## config.mk

```make
export PLATFORM = sky130hd
export DESIGN_NAME = uart_led7_cmd_ctrl
export DESIGN_NICKNAME = d
export VERILOG_FILES = /design/src/rtl/uart_led7_cmd_ctrl_pkg.sv /design/src/rtl/uart_led7_cmd_ctrl_seg7_decoder.sv /design/src/rtl/uart_led7_cmd_ctrl.sv
export SDC_FILE = /design/constraint.sdc
export NUM_CORES = 1
export LEC_CHECK = 0
export BUFFER_PORTS_ARGS = -buffer_cell sky130_fd_sc_hd__buf_2
export CORE_UTILIZATION = 40
export CTS_BUF_LIST = sky130_fd_sc_hd__clkbuf_4
export CTS_CLUSTER_DIAMETER = 30
export DETAILED_ROUTE_END_ITERATION = 10
export GPL_TIMING_DRIVEN = 0
export PLACE_DENSITY_LB_ADDON = 0.2
export SKIP_CTS_REPAIR_TIMING = 1
export SLEW_MARGIN = 20
export SYNTH_ARGS = -nofsm -noshare
export SYNTH_HDL_FRONTEND = slang
export SYNTH_SLANG_ARGS = --single-unit
```

## constraint.sdc

```tcl
create_clock -name clk -period 3.8 [get_ports clk]
set_clock_uncertainty 0.2 [all_clocks]
set_input_delay 0.38 -clock clk [delete_from_list [all_inputs] [get_ports clk]]
set_output_delay 0.38 -clock clk [all_outputs]
set_load 0.01 [all_outputs]
```

## src/rtl/uart_led7_cmd_ctrl_pkg.sv

```systemverilog
// Shared types, framing constants and the active-low 7-segment table for the
// UART-driven LED command controller.
package led7_pkg;

    typedef enum logic [1:0] {
        IDLE = 2'd0,
        ADDR = 2'd1,
        DATA = 2'd2,
        CHK  = 2'd3
    } state_t;

    localparam logic [7:0] HDR_BYTE = 8'hA5;
    localparam logic [7:0] ADDR_ALL = 8'hFF;

    // code = {blank, val[3:0]}; result is {g,f,e,d,c,b,a}, 0 lights a segment
    function automatic logic [6:0] seg7_code(input logic [4:0] code);
        logic [6:0] seg;
        if (code[4]) begin
            seg = 7'b1111111;
        end else begin
            case (code[3:0])
                4'h0: seg = 7'b1000000;
                4'h1: seg = 7'b1111001;
                4'h2: seg = 7'b0100100;
                4'h3: seg = 7'b0110000;
                4'h4: seg = 7'b0011001;
                4'h5: seg = 7'b0010010;
                4'h6: seg = 7'b0000010;
                4'h7: seg = 7'b1111000;
                4'h8: seg = 7'b0000000;
                4'h9: seg = 7'b0010000;
                4'hA: seg = 7'b0001000;
                4'hB: seg = 7'b0000011;
                4'hC: seg = 7'b1000110;
                4'hD: seg = 7'b0100001;
                4'hE: seg = 7'b0000110;
                default: seg = 7'b0001110;
            endcase
        end
        return seg;
    endfunction

endpackage

```

## src/rtl/uart_led7_cmd_ctrl_seg7_decoder.sv

```systemverilog
// Combinational hex-to-segment decoder for one digit, blank bit in in[4].
module seg7_decoder
    import led7_pkg::*;
(
    input  logic [4:0] in,
    output logic [6:0] out
);

    assign out = seg7_code(in);

endmodule

```

## src/rtl/uart_led7_cmd_ctrl.sv

```systemverilog
// Parses A5/ADDR/DATA/CHK byte frames from the UART receiver, writes the
// per-digit display registers and drives the active-low segment bank.
module uart_led7_cmd_ctrl
    import led7_pkg::*;
#(
    parameter int CLK_FREQ     = 50,
    parameter int BIT_RATE     = 115200,
    parameter int NUM_DIGITS   = 4,
    parameter int TIMEOUT_BITS = 20
) (
    input  logic                    clk,
    input  logic                    resetn,
    input  logic [7:0]              rx_data,
    input  logic                    rx_valid,
    input  logic                    rx_err,
    output logic [7*NUM_DIGITS-1:0] hex,
    output logic                    frame_ok,
    output logic                    frame_err
);

    localparam int T  = CLK_FREQ * 1000000 / BIT_RATE * TIMEOUT_BITS;
    localparam int CW = $clog2(T);
    localparam logic [CW-1:0] CNT_LAST = CW'(T - 1);
    localparam logic [4:0] DIGIT_BLANK = 5'b10000;

    state_t        state_reg, state_next;
    logic [7:0]    addr_reg, addr_next;
    logic [7:0]    data_reg, data_next;
    logic [CW-1:0] cnt_reg, cnt_next;
    logic          ok_reg, ok_next;
    logic          err_reg, err_next;
    logic          wr_en;
    logic          frame_good;

    logic [4:0]    digit_reg [NUM_DIGITS];

    // The incoming byte is the checksum when this is evaluated in CHK
    assign frame_good = (rx_data == (addr_reg ^ data_reg)) &&
                        ((addr_reg == ADDR_ALL) || (addr_reg < 8'(NUM_DIGITS)));

    always_ff @(posedge clk) begin
        if (!resetn) begin
            state_reg <= IDLE;
            addr_reg  <= '0;
            data_reg  <= '0;
            cnt_reg   <= '0;
            ok_reg    <= 1'b0;
            err_reg   <= 1'b0;
        end else begin
            state_reg <= state_next;
            addr_reg  <= addr_next;
            data_reg  <= data_next;
            cnt_reg   <= cnt_next;
            ok_reg    <= ok_next;
            err_reg   <= err_next;
        end
    end

    // Priority: rx_err drops the byte, a byte beats a simultaneous timeout
    always_comb begin
        state_next = state_reg;
        addr_next  = addr_reg;
        data_next  = data_reg;
        cnt_next   = '0;
        ok_next    = 1'b0;
        err_next   = 1'b0;
        wr_en      = 1'b0;
        if (state_reg != IDLE) begin
            cnt_next = cnt_reg + 1'b1;
        end
        if (rx_err) begin
            cnt_next = '0;
            if (state_reg != IDLE) begin
                state_next = IDLE;
                err_next   = 1'b1;
            end
        end else if (rx_valid) begin
            cnt_next = '0;
            case (state_reg)
                IDLE: begin
                    if (rx_data == HDR_BYTE) begin
                        state_next = ADDR;
                    end
                end
                ADDR: begin
                    addr_next  = rx_data;
                    state_next = DATA;
                end
                DATA: begin
                    data_next  = rx_data;
                    state_next = CHK;
                end
                default: begin
                    state_next = IDLE;
                    if (frame_good) begin
                        wr_en   = 1'b1;
                        ok_next = 1'b1;
                    end else begin
                        err_next = 1'b1;
                    end
                end
            endcase
        end else if ((state_reg != IDLE) && (cnt_reg == CNT_LAST)) begin
            state_next = IDLE;
            cnt_next   = '0;
            err_next   = 1'b1;
        end
    end

    genvar gi;
    generate
        for (gi = 0; gi < NUM_DIGITS; gi++) begin : g_digit
            always_ff @(posedge clk) begin
                if (!resetn) begin
                    digit_reg[gi] <= DIGIT_BLANK;
                end else if (wr_en && ((addr_reg == ADDR_ALL) || (addr_reg == 8'(gi)))) begin
                    digit_reg[gi] <= data_reg[4:0];
                end
            end

            seg7_decoder u_dec (
                .in  (digit_reg[gi]),
                .out (hex[7*gi +: 7])
            );
        end
    endgenerate

    assign frame_ok  = ok_reg;
    assign frame_err = err_reg;

endmodule

```

==> impl_metrics.toml <==
[outcome]
status = "finished with violations"
violations = "design-rule violations"

[global_route]
grt_remaining_overflow = 0
maximum_number_of_pins_on_one_net_before_global_route_repair = 16
grtUsageTotal_pct = 16.9
number_of_global_route_vias_before_repair = 2916
antenna_found_initial = 0
first_pass_grt_wire_length_um = 13400

[final_layout]
num-nets-final = 493
fraction_of_final_layout_cells_with_drive_strength_greater_than_1_pct = 14.6
count_of_inserted_antenna_diode_cells = 0
most_frequent_cells_in_the_layout = "nand2_1 (45), nor2_1 (43), buf_2 (42)"
syn_to_layout_area_delta_pct = 10.8
finalInstanceArea_um2 = 4080
final_common_cell = "nand2_1"
register_area_um2 = 1280
fillers = 895
largest_register_ff_count = 20
finish.cell_count_without_fillers = 561
multiInputGateArea_um2 = 2240

[setup_path]
critical_path.endpoint_type = "flop"
path_buf_inv = 1
regToRegStartpoint = "addr_reg[6]"
timing_worst_setup_path_type = "reg -> reg"
crit_path_max_fanout = 10
critical_path_arrival_ps = 2730
crit_start = "addr_reg[6]"
timing.critical_path.slowest_cell_delay_ps = 880
critical_path.slowest_cell = "o41ai_1"
worst-endpoint-required_ps = 3600
startpoint_type = "flop"
timing.critical_path.cells = "xor3_1, nor2_1, o21ai_1, clkbuf_1, o41ai_1"
crit_family = "compound AO/OA/AOI/OAI gates"

[worst_hold_path]
hp-class = "in -> reg"
timing.hold.worst.start = "rx_data[7]"

[detailed_routing]
vias_per_inst = 5.46
dr.pass1.iters = 10
antenna_left = 0
drt-initial-drc-count = 76
detail_route.drc_violations = 4
routedWlPerCell_um = 14.2
drt-total-wl_um = 7950
count_of_vias_placed_by_the_detailed_router = 3065

[floorplan]
die-width_um = 97.9
start_util_pct = 41.8
core-area_um2 = 8810
io-pin-count = 42
die_h_um = 97.9
die_area_um2 = 9590
std_cell_rows = 34

[sta]
hold-worst-slack_ps = 80.9
rsz0062_at_grt = "no"
max_freq_mhz = 341
timing_hold_violations_final = 0
period_share_pct = 77.1
fin_setup_tns_ps = 0
final_period_minus_worst_setup_slack_ps = 2930
tightest_slew_ps = 1000
timing.final.setup_violations = 0
relSlewSlack_pct = 32.2
finalMaxSlewViolations = 0

[placed_design]
place_area_um2 = 4020
placer_congestion = 0.828
dp.cells = 553
portBuffers = 41
dp_hpwl_um = 5910

[cts]
max-clock-path-buffers = 2
worstSkewPairLatency_ps = 370
cts_made_buffers = 5
cts_num_sinks = 54
cts_max_level = 2
cts_root_buf = "clkbuf_4"
clkTransAtPathRegs_ps = 150
cts_tree = "built"

[synth]
synth_top_area_share_pct = 18.5
ys.warnings.count = 0
synth_seq_area_share_pct = 34.8
yosysUniqueCellTypes = 55
synthesis.area_per_instance_um2 = 9.11
yosys_most_used_dff = "dfxtp_1"
synth-async-reset-ratio_pct = 0
number_of_synthesized_flops_with_an_enable_pin = 20
synth_fp_nets = 445
synth-seq-cells = 54
cells_after_synthesis = 404
synth.top_cells.by_area = "dfxtp_1 (18%), edfxtp_1 (16%), ha_1 (9.9%), nand2_1 (4.6%), nor2_1 (4.4%)"
yosysTopAreaCell = "dfxtp_1"
synth.cell_area_um2 = 3680

[power]
ir_drop_mv = 0.142
leakage_nw = 1.47
power.density_nw_per_um2 = 235

[job]
max_cap_viol_count = 0
[where the power goes]
group / switching, W / internal, W
registers: 0.00000811 / 0.000606
logic: 0.0000667 / 0.0000443
clock network: 0.000169 / 0.0000665
total: 0.000244 / 0.000717
[final cells by class]
class / instances / share of cell area [%]
well taps: 108 / 3.31
repair buffers: 41 / 5.03
flip-flops and latches: 54 / 31.4
clock inverters: 3 / 0.276
plain buffers: 21 / 2.42
multi-input cells: 310 / 54.9
clock buffers: 5 / 0.920
inverters: 19 / 1.75
[routing by layer]
metal  wire [um]  share of wire [%]  global-route usage [%]  vias to the layer above
met2        3690                 46                    28.2                       46
met3         229                2.9                    2.15                        7
met5           0                  0                       0                        -
met1        3950                 50                    22.4                     1454
met4          82                1.0                    5.83                        0
li1            -                  -                       -                     1558
[synthesized netlist by cell type (all sizes together) (2+ instances only)]
library cell,number
xnor2,6
mux2,2
ha,29
a31oi,4
clkbuf,15
mux2i,13
and4,2
or3,2
or4b,4
a21boi,2
xor3,2
nand4b,3
buf,6
nor2b,5
o21ai,10
nor3,9
or2,5
o21a,2
o41ai,4
a311o,2
nand4,6
nand3,22
edfxtp,20
a21oi,20
nor4,20
mux4,3
a221o,5
o211ai,2
nand2,45
xnor3,6
o31a,2
inv,18
nand2b,5
xor2,6
dfxtp,34
nor2,43
and3,2
a211o,8
[per-stage QoR]
stage               total power (W)  setup WS (ps)  util (%)
global route                0.00101            671      46.3
global placement           0.000733            798      45.7
CTS                        0.000972            793      46.2
finish                     0.000960            870      46.3
detailed placement         0.000736            751      45.7
floorplan                  0.000704           1240         -
[tightest hold or removal path, cell delays in order]
cell and delay, ps:
buf_2 120, nand3_1 60, a21oi_1 50
[path summary, 6_finish.rpt]
| path | cells after the start | to | slack (ps) |
|---|---|---|---|
| setup / recovery | 5 | digit_reg[1][4] | 870 |
| hold / removal | 3 | data_reg[7] | 80 |
| setup reg to reg | 5 | digit_reg[1][4] | 870 |
| hold reg to reg | 2 | data_reg[7] | 280 |
[kinds of logic (layout without fill, tap and decap cells)]
family,after synthesis,after routing,share of synthesized area [%]
xor+xnor,20,20,7.82
buf+inv,40,89,4.62
fa+ha+maj,29,29,9.85
mux,18,18,5.98
flops,54,54,34.8
compound gates,66,66,12.4
simple gates,177,177,24.6
Power figures use the tool's default switching activity.
